`src/rtl/count_ctrl_pkg.sv`:
```
// Shared widths, command opcodes and FSM state encoding for count_ctrl.
package count_ctrl_pkg;

    localparam int CNT_W = 4;
    localparam logic [CNT_W-1:0] HALF_RANGE = 4'd8;

    typedef enum logic [1:0] {
        OP_LOAD = 2'b00,
        OP_UP   = 2'b01,
        OP_DOWN = 2'b10,
        OP_SEEK = 2'b11
    } cmd_op_t;

    typedef enum logic [1:0] {
        ST_IDLE = 2'b00,
        ST_LOAD = 2'b01,
        ST_RUN  = 2'b10,
        ST_DONE = 2'b11
    } state_t;

endpackage

```
`src/rtl/count_ctrl.sv`:
```
// Command-driven controller for an external up/down counter, with an inline
// shadow copy of the counter used to flag (never repair) divergence.
module count_ctrl
    import count_ctrl_pkg::*;
(
    input  logic             clock,
    input  logic             resetn,
    input  logic             cmd_valid,
    output logic             cmd_ready,
    input  logic [1:0]       cmd_op,
    input  logic [CNT_W-1:0] cmd_data,
    input  logic             abort,
    input  logic [CNT_W-1:0] count,
    output logic [CNT_W-1:0] din,
    output logic             load,
    output logic             up_down,
    output logic             busy,
    output logic             done,
    output logic             mismatch,
    input  logic             mismatch_clr
);

    state_t           state, state_nx;
    cmd_op_t          op_q;
    cmd_op_t          op_in;
    logic [CNT_W-1:0] shadow, shadow_nx;
    logic [CNT_W-1:0] data_q;
    logic [CNT_W-1:0] steps;
    logic [CNT_W-1:0] seek_dist;
    logic             dir_q;
    logic             seek_up;
    logic             run_last;

    assign op_in     = cmd_op_t'(cmd_op);
    assign seek_dist = cmd_data - shadow;
    assign seek_up   = (seek_dist <= HALF_RANGE);

    // Counter-facing outputs depend only on state and registers.
    always_comb begin
        cmd_ready = (state == ST_IDLE);
        busy      = (state != ST_IDLE);
        done      = (state == ST_DONE);
        load      = 1'b1;
        din       = shadow;
        up_down   = 1'b0;
        case (state)
            ST_LOAD: din = data_q;
            ST_RUN: begin
                load    = 1'b0;
                up_down = dir_q;
            end
            default: ;
        endcase
        if (load)
            shadow_nx = din;
        else if (up_down)
            shadow_nx = shadow + CNT_W'(1);
        else
            shadow_nx = shadow - CNT_W'(1);
    end

    // Counted runs stop after `steps` reaches 1 (a start of 0 yields 16 steps);
    // seeks stop on the edge where the shadow lands on the target.
    assign run_last = (op_q == OP_SEEK) ? (shadow_nx == data_q) : (steps == CNT_W'(1));

    always_comb begin
        state_nx = state;
        case (state)
            ST_IDLE: begin
                if (cmd_valid) begin
                    case (op_in)
                        OP_LOAD: state_nx = ST_LOAD;
                        OP_SEEK: state_nx = (cmd_data == shadow) ? ST_DONE : ST_RUN;
                        default: state_nx = ST_RUN;
                    endcase
                end
            end
            ST_LOAD: state_nx = abort ? ST_IDLE : ST_DONE;
            ST_RUN: begin
                if (abort)
                    state_nx = ST_IDLE;
                else if (run_last)
                    state_nx = ST_DONE;
            end
            default: state_nx = ST_IDLE;
        endcase
    end

    always_ff @(posedge clock or negedge resetn) begin
        if (!resetn) begin
            state  <= ST_IDLE;
            shadow <= '0;
            op_q   <= OP_LOAD;
            data_q <= '0;
            steps  <= '0;
            dir_q  <= 1'b0;
        end else begin
            state  <= state_nx;
            shadow <= shadow_nx;
            if (state == ST_IDLE && cmd_valid) begin
                op_q   <= op_in;
                data_q <= cmd_data;
                steps  <= cmd_data;
                dir_q  <= (op_in == OP_UP) || (op_in == OP_SEEK && seek_up);
            end else if (state == ST_RUN) begin
                steps <= steps - CNT_W'(1);
            end
        end
    end

    always_ff @(posedge clock or negedge resetn) begin
        if (!resetn)
            mismatch <= 1'b0;
        else if (count != shadow)
            mismatch <= 1'b1;
        else if (mismatch_clr)
            mismatch <= 1'b0;
    end

endmodule

```
`config.mk`:
```
export PLATFORM = sky130hd
export DESIGN_NAME = count_ctrl
export DESIGN_NICKNAME = d
export VERILOG_FILES = /design/src/rtl/count_ctrl_pkg.sv /design/src/rtl/count_ctrl.sv
export SDC_FILE = /design/constraint.sdc
export NUM_CORES = 1
export LEC_CHECK = 0
export BUFFER_PORTS_ARGS = -buffer_cell sky130_fd_sc_hd__buf_2
export CORE_ASPECT_RATIO = 1.25
export CORE_MARGIN = 5
export CORE_UTILIZATION = 49
export CTS_CLUSTER_SIZE = 16
export DETAILED_ROUTE_END_ITERATION = 8
export GPL_ROUTABILITY_DRIVEN = 0
export PLACE_DENSITY = 0.8
export SLEW_MARGIN = 20
export SYNTH_ARGS = -nofsm -noshare
export SYNTH_HDL_FRONTEND = slang
export SYNTH_SLANG_ARGS = --single-unit
```
`constraint.sdc`:
```
create_clock -name clock -period 2.12 [get_ports clock]
set_input_delay 0.212 -clock clock [delete_from_list [all_inputs] [get_ports clock]]
set_output_delay 0.212 -clock clock [all_outputs]
set_load 0.05 [all_outputs]
```
==> results.cfg <==
[clock_tree]
num_cts_buffers = 3
clkSinkCount = 18
path_clk_slew_ns = 0.10
tritoncts_clock_tree = yes
ctsRootBufferMaster = sky130_fd_sc_hd__clkbuf_4
clock_insertion_delay_worst_skew_ns = 0.29
ctsHtreeMaxLevel = 1
cts_buffer_depth = 2

[yosys]
synth_seq_cells = 18
syn-instance-count = 153
synth_largest_area_cell = sky130_fd_sc_hd__dfrtp_1
post_synth_instance_area_um2 = 1340
post_synth_main_area_contributors = sky130_fd_sc_hd__dfrtp_1 34%, sky130_fd_sc_hd__ha_1 14%, sky130_fd_sc_hd__nand2_1 7.3%
dominantRegCellSynth = sky130_fd_sc_hd__dfrtp_1
synth_commonest_cells = 26 x sky130_fd_sc_hd__nand2_1, 18 x sky130_fd_sc_hd__dfrtp_1, 15 x sky130_fd_sc_hd__ha_1
synth.lib_cells_used.distinct = 37
synth-async-reset-ratio_pct = 100
synth_edf_count = 0
ys_seq_area_share_pct = 33.6
post-synth-top-area-fraction_pct = 33.6
synth_area_per_inst_um2 = 8.76
yosysMostFrequentCell = sky130_fd_sc_hd__nand2_1
postSynthNetCount = 184
synthesis.yosys.warnings = 0

[floorplan]
number_of_i_o_pins = 25
chipWidth_um = 56.8
std_cell_rows = 21
initial_utilization_pct = 50.5
core_area_um2 = 2650
die_h_um = 68.5
die_area_um2 = 3890

[finish]
antenna_cells = 0
drive_above_1_share_pct = 28.0
nNetsFinal = 221
area_growth_pct = 24.6
layout.area.seq_um2 = 450
area_of_the_multi_input_gates_um2 = 871
final.fill_count = 244
finish.utilization_pct = 62.9

[sta]
timing.final.setup_violations = 2
final_hold_vios = 0
setup_repair_after_global_routing_missed_its_margin = yes
min_period_over_period_pct = 101
timing.slew.headroom_pct = 67.2
timing_max_transition_violations_final = 0
max_clock_freq_mhz = 468
fin_tns_setup_ns = -0.0168
final.setup_skew_ns = 0.00170
worstMarginPinSlew_ns = 0.488
layout_setup_ws_ns = -0.0146
min_period_ns = 2.13

[hold_path]
holdCritPathClass = in2reg
hold_path.startpoint = cmd_data[2]

[run_status]
failed_checks = negative setup slack
status = finished with violations

[placed_design]
dp_hpwl_mm = 2.54
numPortBuffers = 24
post-place-ws_ns = -0.0460

[route]
first_iter_violations = 28
first_pass_iters = 5
drt-wirelength-per-cell_um = 14.4
drc = 0
postRouteWirelength_mm = 3.22
mean_number_of_vias_per_cell = 5.47
drt.antenna.violating_nets = 0
vias = 1219

[worst_setup_path]
setup.worst_path.start_class = flip-flop
timing.critical_path.to_type = flip-flop
worst_r2r_startpoint = state[1]
cpLargestDelayFamily = adder cells
timing.critical_path.arrival_ns = 2.32
cp.required_ns = 2.31
critical_path.cell_chain = ha_4, nand2_4, clkinvlp_4, fa_2, xnor2_2, a21oi_2, o2111ai_2, o211ai_1, o21ai_1
crit_path_top_delay_cell = sky130_fd_sc_hd__fa_2
critPathMaxStageDelay_ns = 0.57
crit_type = reg2reg
worst-path-max-fanout = 4
startpoint = state[1]
critical_path.n_buffers_inverters = 1

[global_route]
grt_first_pass_wirelength_mm = 5.49
overall_routing_resource_usage_pct = 18.2
grt_max_degree = 19
antenna_found_initial = 0
gr-total-overflow = 0
grt_pass1_vias = 1270

[job]
drv.max_cap_violation_count = 0
-- metal layers --
| metal | global-route usage (%) | vias up | wire, um |
|---|---|---|---|
| li1 | - | 587 | - |
| met1 | 19.1 | 587 | 1310 |
| met2 | 35.3 | 37 | 1700 |
| met3 | 1.89 | 8 | 128 |
| met4 | 10.7 | 0 | 83 |
| met5 | 0 | - | 0 |
-- cell usage in the layout (no fill, tap or decap), types with 3 or more instances in the layout --
| master | netlist | routed |
|---|---|---|
| sky130_fd_sc_hd__inv_1 | 13 | 11 |
| sky130_fd_sc_hd__a21oi_1 | 8 | 7 |
| sky130_fd_sc_hd__o21ai_0 | 5 | 5 |
| sky130_fd_sc_hd__nor2_1 | 10 | 10 |
| sky130_fd_sc_hd__clkbuf_4 | 0 | 3 |
| sky130_fd_sc_hd__xor2_1 | 4 | 4 |
| sky130_fd_sc_hd__nand2b_1 | 3 | 3 |
| sky130_fd_sc_hd__buf_4 | 0 | 11 |
| sky130_fd_sc_hd__xnor2_1 | 10 | 8 |
| sky130_fd_sc_hd__buf_2 | 2 | 24 |
| sky130_fd_sc_hd__ha_1 | 15 | 13 |
| sky130_fd_sc_hd__dfrtp_1 | 18 | 18 |
| sky130_fd_sc_hd__nand2_1 | 26 | 26 |
| sky130_fd_sc_hd__o21ai_1 | 8 | 8 |
| sky130_fd_sc_hd__o211ai_1 | 3 | 3 |
-- kinds of logic after synthesis --
family / count (synthesis) / synth area share [%]
AOI/OAI and AO/OA: 34 / 15.9
xor gates and xnor gates: 15 / 10.9
adders and majority gates: 16 / 15.5
buffers and inverters: 18 / 5.23
DFF: 18 / 33.6
muxes: 3 / 2.52
and+or+nand+nor: 49 / 16.3
-- flip-flops by register name, indices dropped and copies added (netlist names) --
name and count:
data_q 4, dir_q 1, mismatch 1, op_q 2
shadow 4, state 2, steps 4
-- repair_timing --
action | in CTS | in global routing
endpoints found under the setup margin | 2 | 4
setup buffers | 3 | 2
pin swaps | 4 | 1
hold buffers | 1 | 0
hold endpoints to repair | 18 | 0
gates resized for setup | 3 | 3
-- worst min-delay path, stage by stage --
cell	delay [ns]
sky130_fd_sc_hd__buf_2	0.09
sky130_fd_sc_hd__nand2_1	0.06
sky130_fd_sc_hd__nand2_1	0.05
-- metrics by stage --
stage	hold slack (ns)	instances	area, um^2
after CTS	0.146	221	1640
after detailed placement	0.171	213	1560
after floorplan	-0.0836	153	1370
final	0.146	223	1670
after global routing	0.146	223	1670
after global placement	0.161	213	1560
-- final timing paths --
| kind | endpoint | slack (ns) | cells after the start |
|---|---|---|---|
| max reg2reg | state[0] | -0.01 | 9 |
| max | state[0] | -0.01 | 9 |
| min | data_q[2] | 0.15 | 3 |
| min in group asynchronous | shadow[0] | 0.37 | 2 |
| max in group asynchronous | op_q[1] | 1.46 | 2 |
| min reg2reg | op_q[0] | 0.51 | 2 |
-- area by class of cell --
type	count	share of cell area, %
Tap cell	34	2.55
Timing Repair Buffer	36	12.7
Clock buffer	4	2.17
Sequential cell	18	27.0
Multi-Input combinational cell	117	52.2
Inverter	14	3.37
Power is not shown: default switching activity piles up to over one toggle a cycle in this logic, so the estimate is an artifact.
